[src/rtl/integer_serializer_pkg.sv]
// Shared widths, ASCII constants and FSM encoding for the integer serializer.
package integer_serializer_pkg;
  localparam int CHAR_BITES          = 8;
  localparam int ATTRIBUTE_VAL_BITES = 10;

  localparam logic [CHAR_BITES-1:0] ASCII_ZERO  = 8'h30;
  localparam logic [CHAR_BITES-1:0] ASCII_SPACE = 8'h20;

  typedef enum logic [2:0] {
    IDLE   = 3'd0,
    DIVIDE = 3'd1,
    EMIT   = 3'd2,
    TERM   = 3'd3,
    DONE   = 3'd4
  } ser_state_t;

  // Place index 0..3 selects 1000, 100, 10, 1.
  function automatic logic [ATTRIBUTE_VAL_BITES-1:0] place_value(input logic [1:0] idx);
    case (idx)
      2'd0:    place_value = 10'd1000;
      2'd1:    place_value = 10'd100;
      2'd2:    place_value = 10'd10;
      default: place_value = 10'd1;
    endcase
  endfunction
endpackage

[src/rtl/integer_serializer_digit_to_char.sv]
// Combinational BCD digit to ASCII conversion (inverse of char_to_int).
module digit_to_char
  import integer_serializer_pkg::*;
(
  input  logic [3:0]            digit,
  output logic [CHAR_BITES-1:0] char_code
);
  assign char_code = ASCII_ZERO + {4'd0, digit};
endmodule

[src/rtl/integer_serializer.sv]
// Emits a 10-bit unsigned value as decimal ASCII, MSD first, via ready/valid.
// Optional trailing space enabled by INTEGER_SERIALIZER_SPACE_TERM_EN.
module integer_serializer
  import integer_serializer_pkg::*;
(
  input  logic                           clock,
  input  logic                           reset,
  input  logic                           start,
  input  logic [ATTRIBUTE_VAL_BITES-1:0] value,
  input  logic                           char_ready,
  output logic [CHAR_BITES-1:0]          char,
  output logic                           char_valid,
  output logic                           busy,
  output logic                           has_finished
);
  ser_state_t                     state, state_next;
  logic [ATTRIBUTE_VAL_BITES-1:0] remainder;
  logic [1:0]                     place_idx;
  logic [3:0]                     digit;
  logic                           seen_nonzero;
  logic [CHAR_BITES-1:0]          digit_char;

  logic [ATTRIBUTE_VAL_BITES-1:0] place_val;
  logic                           ge, last_place, resolve_emit;

  assign place_val    = place_value(place_idx);
  assign ge           = (remainder >= place_val);
  assign last_place   = (place_idx == 2'd3);
  assign resolve_emit = (digit != 4'd0) || seen_nonzero || last_place;

  digit_to_char u_digit_to_char (
    .digit     (digit),
    .char_code (digit_char)
  );

  // State and datapath registers
  always_ff @(posedge clock or posedge reset) begin
    if (reset) begin
      state        <= IDLE;
      remainder    <= '0;
      place_idx    <= 2'd0;
      digit        <= 4'd0;
      seen_nonzero <= 1'b0;
    end else begin
      state <= state_next;
      case (state)
        IDLE: if (start) begin
          remainder    <= value;
          place_idx    <= 2'd0;
          digit        <= 4'd0;
          seen_nonzero <= 1'b0;
        end
        DIVIDE: begin
          if (ge) begin
            remainder <= remainder - place_val;
            digit     <= digit + 4'd1;
            // Ninth subtraction resolves the digit in the same cycle.
            if (digit == 4'd8) seen_nonzero <= 1'b1;
          end else if (resolve_emit) begin
            seen_nonzero <= 1'b1;
          end else begin
            place_idx <= place_idx + 2'd1;
            digit     <= 4'd0;
          end
        end
        EMIT: if (char_ready && !last_place) begin
          place_idx <= place_idx + 2'd1;
          digit     <= 4'd0;
        end
        default: ;
      endcase
    end
  end

  always_comb begin
    state_next = state;
    case (state)
      IDLE:   if (start) state_next = DIVIDE;
      DIVIDE: begin
        if (ge) begin
          if (digit == 4'd8) state_next = EMIT;
        end else if (resolve_emit) begin
          state_next = EMIT;
        end
      end
      EMIT: if (char_ready) begin
        if (last_place)
`ifdef INTEGER_SERIALIZER_SPACE_TERM_EN
          state_next = TERM;
`else
          state_next = DONE;
`endif
        else
          state_next = DIVIDE;
      end
      TERM:    if (char_ready) state_next = DONE;
      DONE:    state_next = IDLE;
      default: state_next = IDLE;
    endcase
  end

  always_comb begin
    char         = '0;
    char_valid   = 1'b0;
    busy         = 1'b0;
    has_finished = 1'b0;
    case (state)
      DIVIDE: busy = 1'b1;
      EMIT: begin
        busy       = 1'b1;
        char_valid = 1'b1;
        char       = digit_char;
      end
      TERM: begin
        busy       = 1'b1;
        char_valid = 1'b1;
        char       = ASCII_SPACE;
      end
      DONE:    has_finished = 1'b1;
      default: ;
    endcase
  end
endmodule

[config.mk]
export PLATFORM = sky130hd
export DESIGN_NAME = integer_serializer
export DESIGN_NICKNAME = d
export VERILOG_FILES = /design/src/rtl/integer_serializer_pkg.sv /design/src/rtl/integer_serializer_digit_to_char.sv /design/src/rtl/integer_serializer.sv
export SDC_FILE = /design/constraint.sdc
export NUM_CORES = 1
export LEC_CHECK = 0
export BUFFER_PORTS_ARGS = -buffer_cell sky130_fd_sc_hd__buf_4
export CORE_ASPECT_RATIO = 0.9
export CORE_MARGIN = 4
export CORE_UTILIZATION = 35
export DETAILED_ROUTE_END_ITERATION = 6
export SYNTH_ARGS = -nofsm -noshare
export SYNTH_HDL_FRONTEND = slang
export SYNTH_SLANG_ARGS = --single-unit
export TNS_END_PERCENT = 10
[constraint.sdc]
create_clock -name clock -period 3 [get_ports clock]
set_clock_uncertainty 0.1 [all_clocks]
set_input_delay 0 -clock clock [delete_from_list [all_inputs] [get_ports clock]]
set_output_delay 0 -clock clock [all_outputs]
set_load 0.1 [all_outputs]
# Word level (Yosys, flattened, before mapping)
# Cells that the tools add are included.
[word_totals]
in_bits = 14
word_cells = 75
output_inout_bits = 11
register_bits = 20
[classes]
order_cmp = 1
reduce_logical = 16
n_mux = 31
n_addsub = 4
eq_ne = 18
[ops]
columns = ["cell", "count"]
rows = [
  ["$pmux W10 S3", 1],
  ["$mux W3", 7],
  ["$mux W10", 2],
  ["$pmux W10 S2", 1],
  ["$mux W4", 4],
  ["$pmux W8 S2", 1],
  ["$ne A2 B2 Y1 const B", 7],
  ["$pmux W3 S4", 1],
  ["$pmux W4 S3", 1],
  ["$ge A10 B10 Y1", 1],
  ["$reduce_and A5 Y1", 2],
  ["$sub A10 B10 Y10", 1],
  ["$ne A3 B3 Y1 const B", 3],
  ["$mux W2", 4],
  ["$reduce_and A4 Y1", 2],
  ["$add A6 B4 Y7 const A", 1],
  ["$mux W1", 7],
  ["$eq A3 B2 Y1 const B", 2],
  ["$pmux W2 S3", 1],
  ["$add A4 B1 Y4 const B", 1],
  ["$eq A2 B2 Y1 const B", 2],
  ["$eq A4 B4 Y1 const B", 1],
  ["$reduce_bool A4 Y1", 1],
  ["$eq A3 B1 Y1 const B", 1],
  ["other kinds (14)", 15],
]

# Longest topological paths before layout
[logic_depth]
word_depth = 6
depth_mapped = 11
depth_no_buf = 10

# Modules after synthesis
# A second synthesis with hierarchy kept.
[unflattened]
cells_unflattened = 209
hier_area_um2 = 1736.7
[by_module_without_submodules]
columns = ["mod", "instances", "area_each_um2", "cells_per_inst", "seq_area_each_um2"]
rows = [
  ["integer_serializer", 1, 1669.1, 199, 500.5],
  ["digit_to_char", 1, 67.6, 10, 0.0],
]

# Least setup slack after synthesis
# No wires, ideal clock.
[synth_timing]
kind = "register to output"
from = "reg state[1]"
to = "out char[2]"
arrival_time_ns = 2.954
setup_slack_ns = -0.054
path_stages_with_launch = 6
t_required_ns = 2.900
n_path_buf = 2
cell_sequence = "dfrtp_1 > clkbuf_1 > nand2b_1 > clkbuf_1 > nor2_1 > and2_1"
[synth_via]
elab_chain_cells = 2
elab_cells_between_ends = 3
classes_between = "2 x eq/ne; 1 x mux"
[synth_lines]
columns = ["element", "line", "source"]
rows = [
  ["from (decl)", "integer_serializer.sv:16", "ser_state_t state, state_next;"],
  ["from (signal assigned)", "integer_serializer.sv:45", "state <= state_next;"],
  ["$eq A3 B2 Y1", "integer_serializer.sv:107", "case (state)"],
  ["$pmux W8 S2 *", "integer_serializer.sv:107", ""],
  ["to (decl)", "integer_serializer.sv:11", "output logic [CHAR_BITES-1:0] char,"],
]
# Mark *: on every way between the ends. The rest lies on a longest branch, timed or not.

# Worst setup path in the final report
[layout_timing]
from = "reg place_idx[1]"
to = "reg state[0]"
[layout_via]
elab_chain_cells = 5
elab_cells_between_ends = 14
classes_between = "1 x order compare; 5 x eq/ne; 5 x mux; 3 x reduce/logical"
[layout_lines]
columns = ["element", "line", "source"]
rows = [
  ["from (decl)", "integer_serializer.sv:18", "logic [1:0] place_idx;"],
  ["from (signal assigned)", "integer_serializer.sv:62", "place_idx <= place_idx + 2'd1;"],
  ["from (signal assigned)", "integer_serializer.sv:67", "place_idx <= place_idx + 2'd1;"],
  ["$eq A2 B2 Y1, or another cell as far along", "integer_serializer_pkg.sv:19", "case (idx)"],
  ["$pmux W10 S3", "integer_serializer_pkg.sv:19", ""],
  ["$ge A10 B10 Y1", "integer_serializer.sv:27", "assign ge = (remainder >= place_val);"],
  ["$ne A3 B3 Y1 (no source line) / $mux W3 (equally long branches)", "-", ""],
  ["$reduce_and A5 Y1 (no source line) / $pmux W3 S4 (equally long branches)", "-", ""],
]
# Parallel ways exist; a longest one is shown, timed or not. The select of a mux whose other input is x is not followed.
# A chain may end at the register's enable or synchronous reset.

==> metrics.md <==
| Metric | Value |
|---|---|
| Status | complete, no violations |
| Hold Startpoint | value[2] |
| P&R area growth vs syn | 24.8% |
| Final setup violation count | 0 |
| Critical path, cell by cell | inv_1 > ha_1 > o21bai_1 > ha_1 > o211ai_1 > a21boi_1 > o22ai_2 > nand2_1 > o22ai_1 > mux2_1 |
| Largest net degree at the start of global routing | 21 |
| Die Ht | between 70 and 80 microns |
| CTS tree | done |
| Dpl hpwl | 2.91 mm |
| First-pass GRT wire length | slightly below 7 mm |
| Setup ws final | 244 ps |
| Ports | 25 |
| Clock-pin transition on the worst setup and hold timing paths | ~90 ps |
| Highest-delay cell along the critical path | dfrtp_1 |
| Hold Path Class | in2reg |
| Die ar. | slightly below 6000 sq um |
| Worst setup path start | place_idx[1]$_DFFE_PP0P_ |
| Root Driver | clkbuf_8 |
| Final #Nets | 265 |
| Total GRT Usage | between 10 and 15% |
| Global Route met3 Usage | 2.22% |
| CP Capture Type | flip-flop |
| Sink Count | 20 |
| Flops & latches, synth | 20 |
| Commonest cells post-synth | 24 x nor2_1, 20 x dfrtp_1, 20 x nand2_1, 17 x ha_1, 16 x inv_1 |
| Number of global-route vias before repair | roughly 1400 |
| Post-synth EDFFs | 0 |
| Reg2Reg Launch Point | place_idx[1]$_DFFE_PP0P_ |
| CP top delay family | compound AO/OA/AOI/OAI gates |
| Crit path top cell by count | ha_1 |
| GRT overflow | 0 |
| Grt met2 use | 20.6% |
| Num rows | 23 |
| CP bufs+invs | 1 |
| Final hold vios | 0 |
| Pre-CTS WS | approximately 130 ps |
| Most numerous cell in the Yosys netlist | nor2_1 |
| Drt via density | 5.10 |
| Starting density of the core | a little under two fifths |
| CP Data Required Time | 3050 ps |
| Final-report max-slew violation count | 0 |
| Layout cells sized above 1 | about 16% |
| F_max | 363 MHz |
| Syn avg cell area | approximately 8.2 sq um |
| Synth Instances | 200 |
| Clock tree buffer depth | 2 |
| Synth area leader | dfrtp_1 |
| Top_reg_cell synth | dfrtp_1 |
| Max-Cap Viols | 0 |
| Routed wire length | between 3 and 4 mm |
| Via count | about 1500 |
| Unrepaired setup endpoints after global routing | no |
| Routed Antenna Nets | 0 |
| Gpl congestion | between 0.8 and 0.9 |
| WL per Instance | 13.2 microns |
| Skew-Pair Late Insertion Delay | 270 ps |
| ANT cells | 0 |
| Initial antenna violation count | 0 |
| I/O Buffers | 22 |
| Share of synthesized flip-flops with an asynchronous set or reset | 100% |
| Yosys top cell area share | 30.4% |
| Period minus WS final | 2760 ps |
| Worst-Margin Slew | around 850 ps |
| Fin crit share | ~92% |
| TritonCTS Buffers | 3 |
| Top Usage Layer GRT | met1 |
| Slew headroom | a little over two fifths |
| Crit Path Class | reg2reg |
| Cell variety after synth | just over 40 |
| Setup TNS | 0 ps |
| Post-synthesis sequential area ratio | between 30% and 40% |
| Drt first pass iters | 4 |
| Syn Std Cell Area | 1650 sq um |
| DR iter-0 viols | about 100 |
| Grt met1 use | between 20% and 30% |
| Drt drc | 0 |
| Slowest stage delay, CP | between 400 and 500 ps |
| H-Tree Depth | 1 |
| CP startpoint kind | flip-flop |
| CP arrival | roughly 2800 ps |
| Top post-synthesis cells by area | dfrtp_1 30%, ha_1 13%, nor2_1 5.5% |
| Core area | 4490 sq um |
| Die X | between 80 and 90 microns |
| Worst hold slack | ~9.1 ps |
| CP max FO | 5 |
| Yosys warning total | 0 |
==> flip-flops by register name, indices dropped and copies added, names as in the netlist <==
register,flops
remainder,10
digit,4
state,3
place_idx,2
seen_nonzero,1
==> worst paths after layout <==
kind                                       endpoint  slack [ps]  cells after the start
max                            state[0]$_DFFE_PP0P_         240                     10
min                        remainder[2]$_DFFE_PP0P_           9                      4
max reg2reg                    state[0]$_DFFE_PP0P_         240                     10
min reg2reg                remainder[6]$_DFFE_PP0P_         410                      1
max in group asynchronous  place_idx[0]$_DFFE_PP0P_        1870                      3
min in group asynchronous      digit[1]$_DFFE_PP0P_         350                      3
==> cells in the final DEF, fill, tap and decap left out, drive strengths merged, types with 3 or more instances in the layout <==
cell         instances
a211oi               3
nand2b               4
dlygate4sd3         11
nor3                 8
nor2                24
clkbuf               3
buf                 27
mux2                 4
nand2               20
ha                  17
o211ai               4
inv                 16
o22ai                4
and2                 3
dfrtp               20
xnor2                6
a21oi               11
o21ai               14
a31oi                7
==> area by class of cell <==
| type | count | area (sq um) |
|---|---|---|
| fillers | 466 | 2430 |
| multi-input cells | 154 | 1030 |
| flip-flops and latches | 20 | 502 |
| repair buffers | 38 | 313 |
| well taps | 62 | 77.6 |
| inverters | 16 | 60.1 |
| clock buffers | 3 | 41.3 |
| clock inverters | 1 | 30.0 |
==> what timing repair did <==
| action | 4_1_cts | 5_1_grt |
|---|---|---|
| endpoints found under the setup margin | 0 | 12 |
| hold buffers | 11 | 0 |
| hold endpoints to repair | 31 | 0 |
| resized for setup | 0 | 1 |
| buffers inserted | 0 | 1 |
==> stage by stage <==
step                cell area (sq um)  cells  utilization [%]
floorplan                        1650    201                -
global placement                 1870    278             41.6
detailed placement               1870    278             41.6
CTS                              2050    293             45.6
global route                     2060    294             45.8
finish                           2060    294             45.8
==> worst reg2reg max path, cell delays in order (launching register included) <==
cell and delay [ps]:
dfrtp_1 430, inv_1 110, ha_1 220, o21bai_1 220
ha_1 320, o211ai_1 250, a21boi_1 130, o22ai_2 180
nand2_1 140, o22ai_1 190, mux2_1 350
==> kinds of logic after synthesis <==
family,Yosys count,synth area share (%)
simple gates,67,18.3
compound gates,57,23.7
buf+inv,27,7.30
flops,20,30.4
fa+ha+maj,18,14.1
xor+xnor,6,3.19
mux,4,2.74
other cells,1,0.228
==> per-layer routing <==
layer,vias up,routed length [microns]
li1,767,-
met1,710,2080
met2,20,1670
met3,2,111
met4,0,25
met5,-,0
Power is not shown: default switching activity piles up to over one toggle a cycle in this logic, so the estimate is an artifact.
